<file path="config.mk">
export PLATFORM = sky130hd
export DESIGN_NAME = wb_register_bank_flat
export DESIGN_NICKNAME = d
export VERILOG_FILES = /design/src/rtl/wb_register_bank_pkg.sv /design/src/rtl/wb_register_bank_if.sv /design/src/rtl/wb_source_mux.sv /design/src/rtl/wb_register_bank.sv /design/src/flat_wrapper.sv
export SDC_FILE = /design/constraint.sdc
export NUM_CORES = 2
export LEC_CHECK = 0
export ABC_AREA = 1
export ABC_CLOCK_PERIOD_IN_PS = 35300
export BUFFER_PORTS_ARGS = -buffer_cell sky130_fd_sc_hd__buf_4
export CORE_MARGIN = 5
export CORE_UTILIZATION = 30
export DETAILED_ROUTE_END_ITERATION = 12
export HOLD_SLACK_MARGIN = 0.02
export RECOVER_POWER = 25
export SYNTH_ARGS = -nofsm -noshare
export SYNTH_HDL_FRONTEND = slang
export SYNTH_HIERARCHICAL = 1
export SYNTH_SLANG_ARGS = --single-unit
</file>
<file path="constraint.sdc">
create_clock -name i_clock -period 35.3 [get_ports i_clock]
set_input_delay 0 -clock i_clock [delete_from_list [all_inputs] [get_ports i_clock]]
set_output_delay 0 -clock i_clock [all_outputs]
set_load 0.1 [all_outputs]
</file>
<file path="src/rtl/wb_register_bank_pkg.sv">
// Shared widths and writeback source encodings for the MEM/WB consumer
// and the forwarding unit.
package wb_register_bank_pkg;

    localparam int NB_DATA       = 32;
    localparam int NB_REG        = 5;
    localparam int N_REGS        = 2 ** NB_REG;
    localparam int NB_MEM_TO_REG = 2;
    localparam int NB_COUNT      = 32;
    localparam int NB_PC         = 16;

    typedef enum logic [NB_MEM_TO_REG-1:0] {
        MEM_TO_REG_ALU = 2'b00,
        MEM_TO_REG_MEM = 2'b01,
        MEM_TO_REG_PC  = 2'b10,
        MEM_TO_REG_INM = 2'b11
    } mem_to_reg_e;

    function automatic logic [NB_DATA-1:0] zero_ext_pc(input logic [NB_PC-1:0] pc);
        return {{(NB_DATA - NB_PC){1'b0}}, pc};
    endfunction

endpackage

</file>
<file path="src/rtl/wb_register_bank_if.sv">
// MEM/WB latch fields, ID/debug read ports and status outputs of the
// writeback register bank.
interface wb_register_bank_if;
    import wb_register_bank_pkg::*;

    logic                     i_enable_pipe;
    logic                     i_reg_write;
    logic [NB_REG-1:0]        i_write_register;
    logic [NB_MEM_TO_REG-1:0] i_mem_to_reg;
    logic [NB_DATA-1:0]       i_mem_data;
    logic [NB_DATA-1:0]       i_alu_result;
    logic [NB_PC-1:0]         i_pc;
    logic [NB_DATA-1:0]       i_inm_ext;
    logic                     i_halt_detected;
    logic [NB_REG-1:0]        i_read_reg_a;
    logic [NB_REG-1:0]        i_read_reg_b;
    logic [NB_REG-1:0]        i_debug_reg;
    logic [NB_DATA-1:0]       o_read_data_a;
    logic [NB_DATA-1:0]       o_read_data_b;
    logic [NB_DATA-1:0]       o_debug_data;
    logic [NB_DATA-1:0]       o_wb_data;
    logic [NB_COUNT-1:0]      o_retired_count;
    logic                     o_program_done;

    modport master (
        output i_enable_pipe, i_reg_write, i_write_register, i_mem_to_reg,
               i_mem_data, i_alu_result, i_pc, i_inm_ext, i_halt_detected,
               i_read_reg_a, i_read_reg_b, i_debug_reg,
        input  o_read_data_a, o_read_data_b, o_debug_data, o_wb_data,
               o_retired_count, o_program_done
    );

    modport slave (
        input  i_enable_pipe, i_reg_write, i_write_register, i_mem_to_reg,
               i_mem_data, i_alu_result, i_pc, i_inm_ext, i_halt_detected,
               i_read_reg_a, i_read_reg_b, i_debug_reg,
        output o_read_data_a, o_read_data_b, o_debug_data, o_wb_data,
               o_retired_count, o_program_done
    );

endinterface

</file>
<file path="src/rtl/wb_source_mux.sv">
// Combinational 4:1 writeback source select; also instantiated by the
// forwarding unit so both agree on the value being written back.
module wb_source_mux
    import wb_register_bank_pkg::*;
(
    input  logic [NB_MEM_TO_REG-1:0] i_sel,
    input  logic [NB_DATA-1:0]       i_alu_result,
    input  logic [NB_DATA-1:0]       i_mem_data,
    input  logic [NB_PC-1:0]         i_pc,
    input  logic [NB_DATA-1:0]       i_inm_ext,
    output logic [NB_DATA-1:0]       o_wb_data
);

    always_comb begin
        o_wb_data = i_alu_result;
        case (i_sel)
            MEM_TO_REG_ALU: o_wb_data = i_alu_result;
            MEM_TO_REG_MEM: o_wb_data = i_mem_data;
            MEM_TO_REG_PC:  o_wb_data = zero_ext_pc(i_pc);
            MEM_TO_REG_INM: o_wb_data = i_inm_ext;
            default:        o_wb_data = i_alu_result;
        endcase
    end

endmodule

</file>
<file path="src/rtl/wb_register_bank.sv">
// Writeback stage: commits the selected MEM/WB value into the register file,
// serves bypassed ID reads and a debug read, and tracks retired cycles/HALT.
module wb_register_bank
    import wb_register_bank_pkg::*;
(
    input  logic             i_clock,
    input  logic             i_reset,
    wb_register_bank_if.slave bus
);

    logic [NB_DATA-1:0]  regs_q [N_REGS];
    logic [NB_DATA-1:0]  regs_d [N_REGS];
    logic [NB_COUNT-1:0] count_q;
    logic [NB_COUNT-1:0] count_d;
    logic                done_q;
    logic                done_d;
    logic                commit;
    logic                advance;
    logic [NB_DATA-1:0]  wb_data;

    wb_source_mux u_wb_source_mux (
        .i_sel        (bus.i_mem_to_reg),
        .i_alu_result (bus.i_alu_result),
        .i_mem_data   (bus.i_mem_data),
        .i_pc         (bus.i_pc),
        .i_inm_ext    (bus.i_inm_ext),
        .o_wb_data    (wb_data)
    );

    // r0 is never written, so its storage stays at its reset value of zero.
    always_comb begin
        advance = bus.i_enable_pipe & ~done_q;
        commit  = advance & bus.i_reg_write & (bus.i_write_register != '0);
    end

    // The counter samples the pre-set done flag, so the HALT cycle is counted.
    always_comb begin
        regs_d  = regs_q;
        count_d = count_q;
        done_d  = done_q;
        if (commit) begin
            regs_d[bus.i_write_register] = wb_data;
        end
        if (advance) begin
            count_d = count_q + NB_COUNT'(1);
        end
        if (bus.i_enable_pipe & bus.i_halt_detected) begin
            done_d = 1'b1;
        end
    end

    always_ff @(posedge i_clock or posedge i_reset) begin
        if (i_reset) begin
            for (int i = 0; i < N_REGS; i++) begin
                regs_q[i] <= '0;
            end
            count_q <= '0;
            done_q  <= 1'b0;
        end else begin
            regs_q  <= regs_d;
            count_q <= count_d;
            done_q  <= done_d;
        end
    end

    always_comb begin
        bus.o_read_data_a = regs_q[bus.i_read_reg_a];
        bus.o_read_data_b = regs_q[bus.i_read_reg_b];
        if (commit && (bus.i_read_reg_a == bus.i_write_register)) begin
            bus.o_read_data_a = wb_data;
        end
        if (commit && (bus.i_read_reg_b == bus.i_write_register)) begin
            bus.o_read_data_b = wb_data;
        end
    end

    assign bus.o_debug_data    = regs_q[bus.i_debug_reg];
    assign bus.o_wb_data       = wb_data;
    assign bus.o_retired_count = count_q;
    assign bus.o_program_done  = done_q;

endmodule

</file>
<file path="src/flat_wrapper.sv">
// flat-port wrapper written by rule: the top's interface ports become plain ports
module wb_register_bank_flat import wb_register_bank_pkg::*;
  (i_clock, i_reset, bus_i_enable_pipe, bus_i_reg_write, bus_i_write_register, bus_i_mem_to_reg, bus_i_mem_data, bus_i_alu_result, bus_i_pc, bus_i_inm_ext, bus_i_halt_detected, bus_i_read_reg_a, bus_i_read_reg_b, bus_i_debug_reg, bus_o_read_data_a, bus_o_read_data_b, bus_o_debug_data, bus_o_wb_data, bus_o_retired_count, bus_o_program_done);
  wb_register_bank_if bus_i ();
  input  logic i_clock;
  input  logic i_reset;
  input wire logic [$bits(bus_i.i_enable_pipe)-1:0] bus_i_enable_pipe;
  input wire logic [$bits(bus_i.i_reg_write)-1:0] bus_i_reg_write;
  input wire logic [$bits(bus_i.i_write_register)-1:0] bus_i_write_register;
  input wire logic [$bits(bus_i.i_mem_to_reg)-1:0] bus_i_mem_to_reg;
  input wire logic [$bits(bus_i.i_mem_data)-1:0] bus_i_mem_data;
  input wire logic [$bits(bus_i.i_alu_result)-1:0] bus_i_alu_result;
  input wire logic [$bits(bus_i.i_pc)-1:0] bus_i_pc;
  input wire logic [$bits(bus_i.i_inm_ext)-1:0] bus_i_inm_ext;
  input wire logic [$bits(bus_i.i_halt_detected)-1:0] bus_i_halt_detected;
  input wire logic [$bits(bus_i.i_read_reg_a)-1:0] bus_i_read_reg_a;
  input wire logic [$bits(bus_i.i_read_reg_b)-1:0] bus_i_read_reg_b;
  input wire logic [$bits(bus_i.i_debug_reg)-1:0] bus_i_debug_reg;
  output wire logic [$bits(bus_i.o_read_data_a)-1:0] bus_o_read_data_a;
  output wire logic [$bits(bus_i.o_read_data_b)-1:0] bus_o_read_data_b;
  output wire logic [$bits(bus_i.o_debug_data)-1:0] bus_o_debug_data;
  output wire logic [$bits(bus_i.o_wb_data)-1:0] bus_o_wb_data;
  output wire logic [$bits(bus_i.o_retired_count)-1:0] bus_o_retired_count;
  output wire logic [$bits(bus_i.o_program_done)-1:0] bus_o_program_done;
  assign bus_i.i_enable_pipe = bus_i_enable_pipe;
  assign bus_i.i_reg_write = bus_i_reg_write;
  assign bus_i.i_write_register = bus_i_write_register;
  assign bus_i.i_mem_to_reg = bus_i_mem_to_reg;
  assign bus_i.i_mem_data = bus_i_mem_data;
  assign bus_i.i_alu_result = bus_i_alu_result;
  assign bus_i.i_pc = bus_i_pc;
  assign bus_i.i_inm_ext = bus_i_inm_ext;
  assign bus_i.i_halt_detected = bus_i_halt_detected;
  assign bus_i.i_read_reg_a = bus_i_read_reg_a;
  assign bus_i.i_read_reg_b = bus_i_read_reg_b;
  assign bus_i.i_debug_reg = bus_i_debug_reg;
  assign bus_o_read_data_a = bus_i.o_read_data_a;
  assign bus_o_read_data_b = bus_i.o_read_data_b;
  assign bus_o_debug_data = bus_i.o_debug_data;
  assign bus_o_wb_data = bus_i.o_wb_data;
  assign bus_o_retired_count = bus_i.o_retired_count;
  assign bus_o_program_done = bus_i.o_program_done;
  wb_register_bank u_core (.i_clock(i_clock), .i_reset(i_reset), .bus(bus_i));
endmodule
</file>
==> metrics <==
port bufs=299; Async S/R FF share, synth=100%; first-pass GRT wire length=473,000 um; Final setup viols=0; WP data required=36.04 ns; routed vias/inst=5.64; Clk pwr share=42.6%; synthesized area per cell=6.30 sq um; RSZ-0062 raised after global routing=false; post-route clock skew=0.0263 ns; period utilization=23.4%; hold path cells=4; PD cells=40.1 nW/um^2; status=finished with violations; Post-CTS Setup Inserts=0; CTS HTree Levels=3; GRT Overall Usage=25.5%; DP Wirelength=167,000 um; dpl cell area=72,500 sq um; clock buffer depth=3; Root Buffer=clkbuf_16; Netlist cell types=35; vias in the first global route=70,305; Yosys top cell by area=dfrtp_1; vias=76,920; Critical Path Sink Type=asynchronous set/reset pin; P_leak=32.8 nW; initial antenna violation count=4; crit path time final=8.25 ns; clk sink count=1,057; P_int=2.06 mW; crit-path max FO=127; Die Wd=490 um; top-area cell type share of the netlist area=38.3%; core area=230,000 sq um; FMAX=121 MHz; Flop pwr share=39.6%; Seq/Total Area, Yosys=38.3%; Wirelength per Cell=23.5 um; clock-pin slew on the worst setup and hold paths=0.06 ns; Final ANT Viol Nets=0; setup TNS=0 ns; max-cap violations=8; nets=10,666; Data arrival, critical path=8.99 ns; Post-synth top cells=4,809 x nand2_1, 2,506 x nand3_1, 1,057 x dfrtp_1; Critical R2R Capture=u_core/regs_q[710]; synthesis-stage register bit count=1,057; cell row count=176; cells after synthesis=10,967; worst vdd ir=0.0414 mV; Hold Buf Count CTS=16; RePlAce Congestion=0.840; latest clock arrival within the worst-skew pair=0.78 ns; drt pass-1 iters=7; r2r setup slk=31.63 ns; worst hold endpoint=u_core/bus.o_retired_count[2]; post-synthesis instance area=69,100 sq um; Fin. Hold Viols=0; chip height=490 um; Synth area leaders=dfrtp_1 38%, nand2_1 26%, nand3_1 18%; Net Switching=1.00 mW; yosys warns=6; WS Path Type=in2async; Die ar.=240,000 sq um; CTS tree=built; worst slew pin tran=6.05 ns; ys flop type=dfrtp_1; syn nets=11,107; cell with the most instances after synthesis=nand2_1; Critical R2R Launch=u_core/bus.o_program_done; number of fill cells in the layout=25,103; relative slew slack=-305%; PostCTS Resize Cnt=0; min-delay src=bus_i_enable_pipe; EDFF count, synth=0; Min-Delay Path Class=in2reg; final instance area=76,400 sq um; DRC=0; final WL=320,000 um; total grt overflow=0; Final Max Slew Viols=472; largest net degree at the start of global routing=209; Num CTS Buffers=121; fraction of layout instances using a drive strength above 1=5.80%; synthesis-to-finish area growth=10.6%; Initial Utilization=30.1%; Reg2Reg Depth=11; 1st-iter DRT viols=11,906; Sw Share=32.8%; failing checks=max-capacitance violations, max-slew violations; Comb pwr share=17.8%; num ports=300; Worst setup SP type=primary input
-- flip-flops by register name, indices dropped and copies added, names as in the netlist --
signal,count
u_core/bus.o_retired_count,32
u_core/bus.o_program_done,1
u_core/regs_q,1024
-- layout make-up --
class / instances / area, sq um / area share (%)
tap: 3026 / 3790 / 4.95
timing repair buffer: 445 / 3270 / 4.28
clock buffer: 184 / 3650 / 4.77
antenna: 4 / 10.0 / 0.0131
sequential: 1057 / 26500 / 34.6
inverter: 110 / 495 / 0.648
multi-input combinational: 8791 / 38400 / 50.2
clock inverter: 32 / 365 / 0.478
-- layer usage --
metal / global-route usage [%] / vias to the layer above / part of all wire [%]
met1: 33.5 / 35838 / 39
met2: 39.5 / 5060 / 43
met3: 5.93 / 937 / 12
met4: 12.2 / 0 / 5.6
li1: - / 35085 / -
met5: 0 / - / 0
-- layout by cell type, fill, tap and decap left out, drive strengths merged --
| master | n |
|---|---|
| and2 | 1 |
| nor4 | 4 |
| diode | 4 |
| o21ai | 1039 |
| ha | 1 |
| buf | 355 |
| clkinv | 21 |
| dfrtp | 1057 |
| xnor2 | 15 |
| nand3 | 2506 |
| nor3 | 14 |
| nand2 | 4830 |
| nand4 | 35 |
| inv | 113 |
| o211ai | 3 |
| nand3b | 5 |
| mux2 | 1 |
| a21oi | 170 |
| dlygate4sd3 | 16 |
| o31ai | 31 |
| xor2 | 19 |
| clkbuf | 258 |
| clkinvlp | 2 |
| bufinv | 6 |
| nor2 | 117 |
-- power groups by stage --
stage	clock network, mW	logic (mW)	registers [mW]
detailed placement	0	0.537	1.23
floorplan	0	0.350	1.24
global placement	0	0.537	1.23
finish	1.31	0.546	1.21
global route	1.37	0.572	1.21
CTS	1.32	0.539	1.21
-- logic make-up (layout without fill, tap and decap cells) --
kind of cell / after synthesis / count (layout) / share of synthesized area [%]
flops: 1057 / 1057 / 38.3
buf+inv: 1119 / 771 / 6.36
compound gates: 1243 / 1243 / 9.12
mux: 1 / 1 / 0.0163
other cells: 0 / 4 / 0
fa+ha+maj: 1 / 1 / 0.0181
xor+xnor: 34 / 34 / 0.431
simple gates: 7512 / 7512 / 45.8
-- worst max path at each step --
stage / start / to
after global routing: i_reset / u_core/regs_q[551]
final: i_reset / u_core/regs_q[583]
after global placement: bus_i_debug_reg[0] / bus_o_debug_data[14]
after floorplan: i_reset / u_core/bus.o_program_done
after detailed placement: bus_i_debug_reg[0] / bus_o_debug_data[14]
after CTS: bus_i_debug_reg[0] / bus_o_debug_data[14]
-- per-stage QoR --
step	setup WS [ns]	instances	power, mW	hold WS, ns	utilization [%]
after CTS	30.77	13645	3.07	0.0446	33.4
after floorplan	5.55	10967	1.59	0.105	-
after global placement	30.75	13413	1.77	0.205	31.6
after detailed placement	30.78	13413	1.77	0.206	31.6
after global routing	25.48	13647	3.15	0.108	33.3
final	27.05	13649	3.06	0.0897	33.3
-- critical path, cell delays in order --
cell and delay (ns):
dlygate4sd3_1 0.54, clkbuf_4 0.13, dlygate4sd3_1 0.55, clkinvlp_2 3.33, clkbuf_1 2.38, buf_4 0.99, buf_4 0.90
No activity file was read; power rests on OpenSTA's default activity.
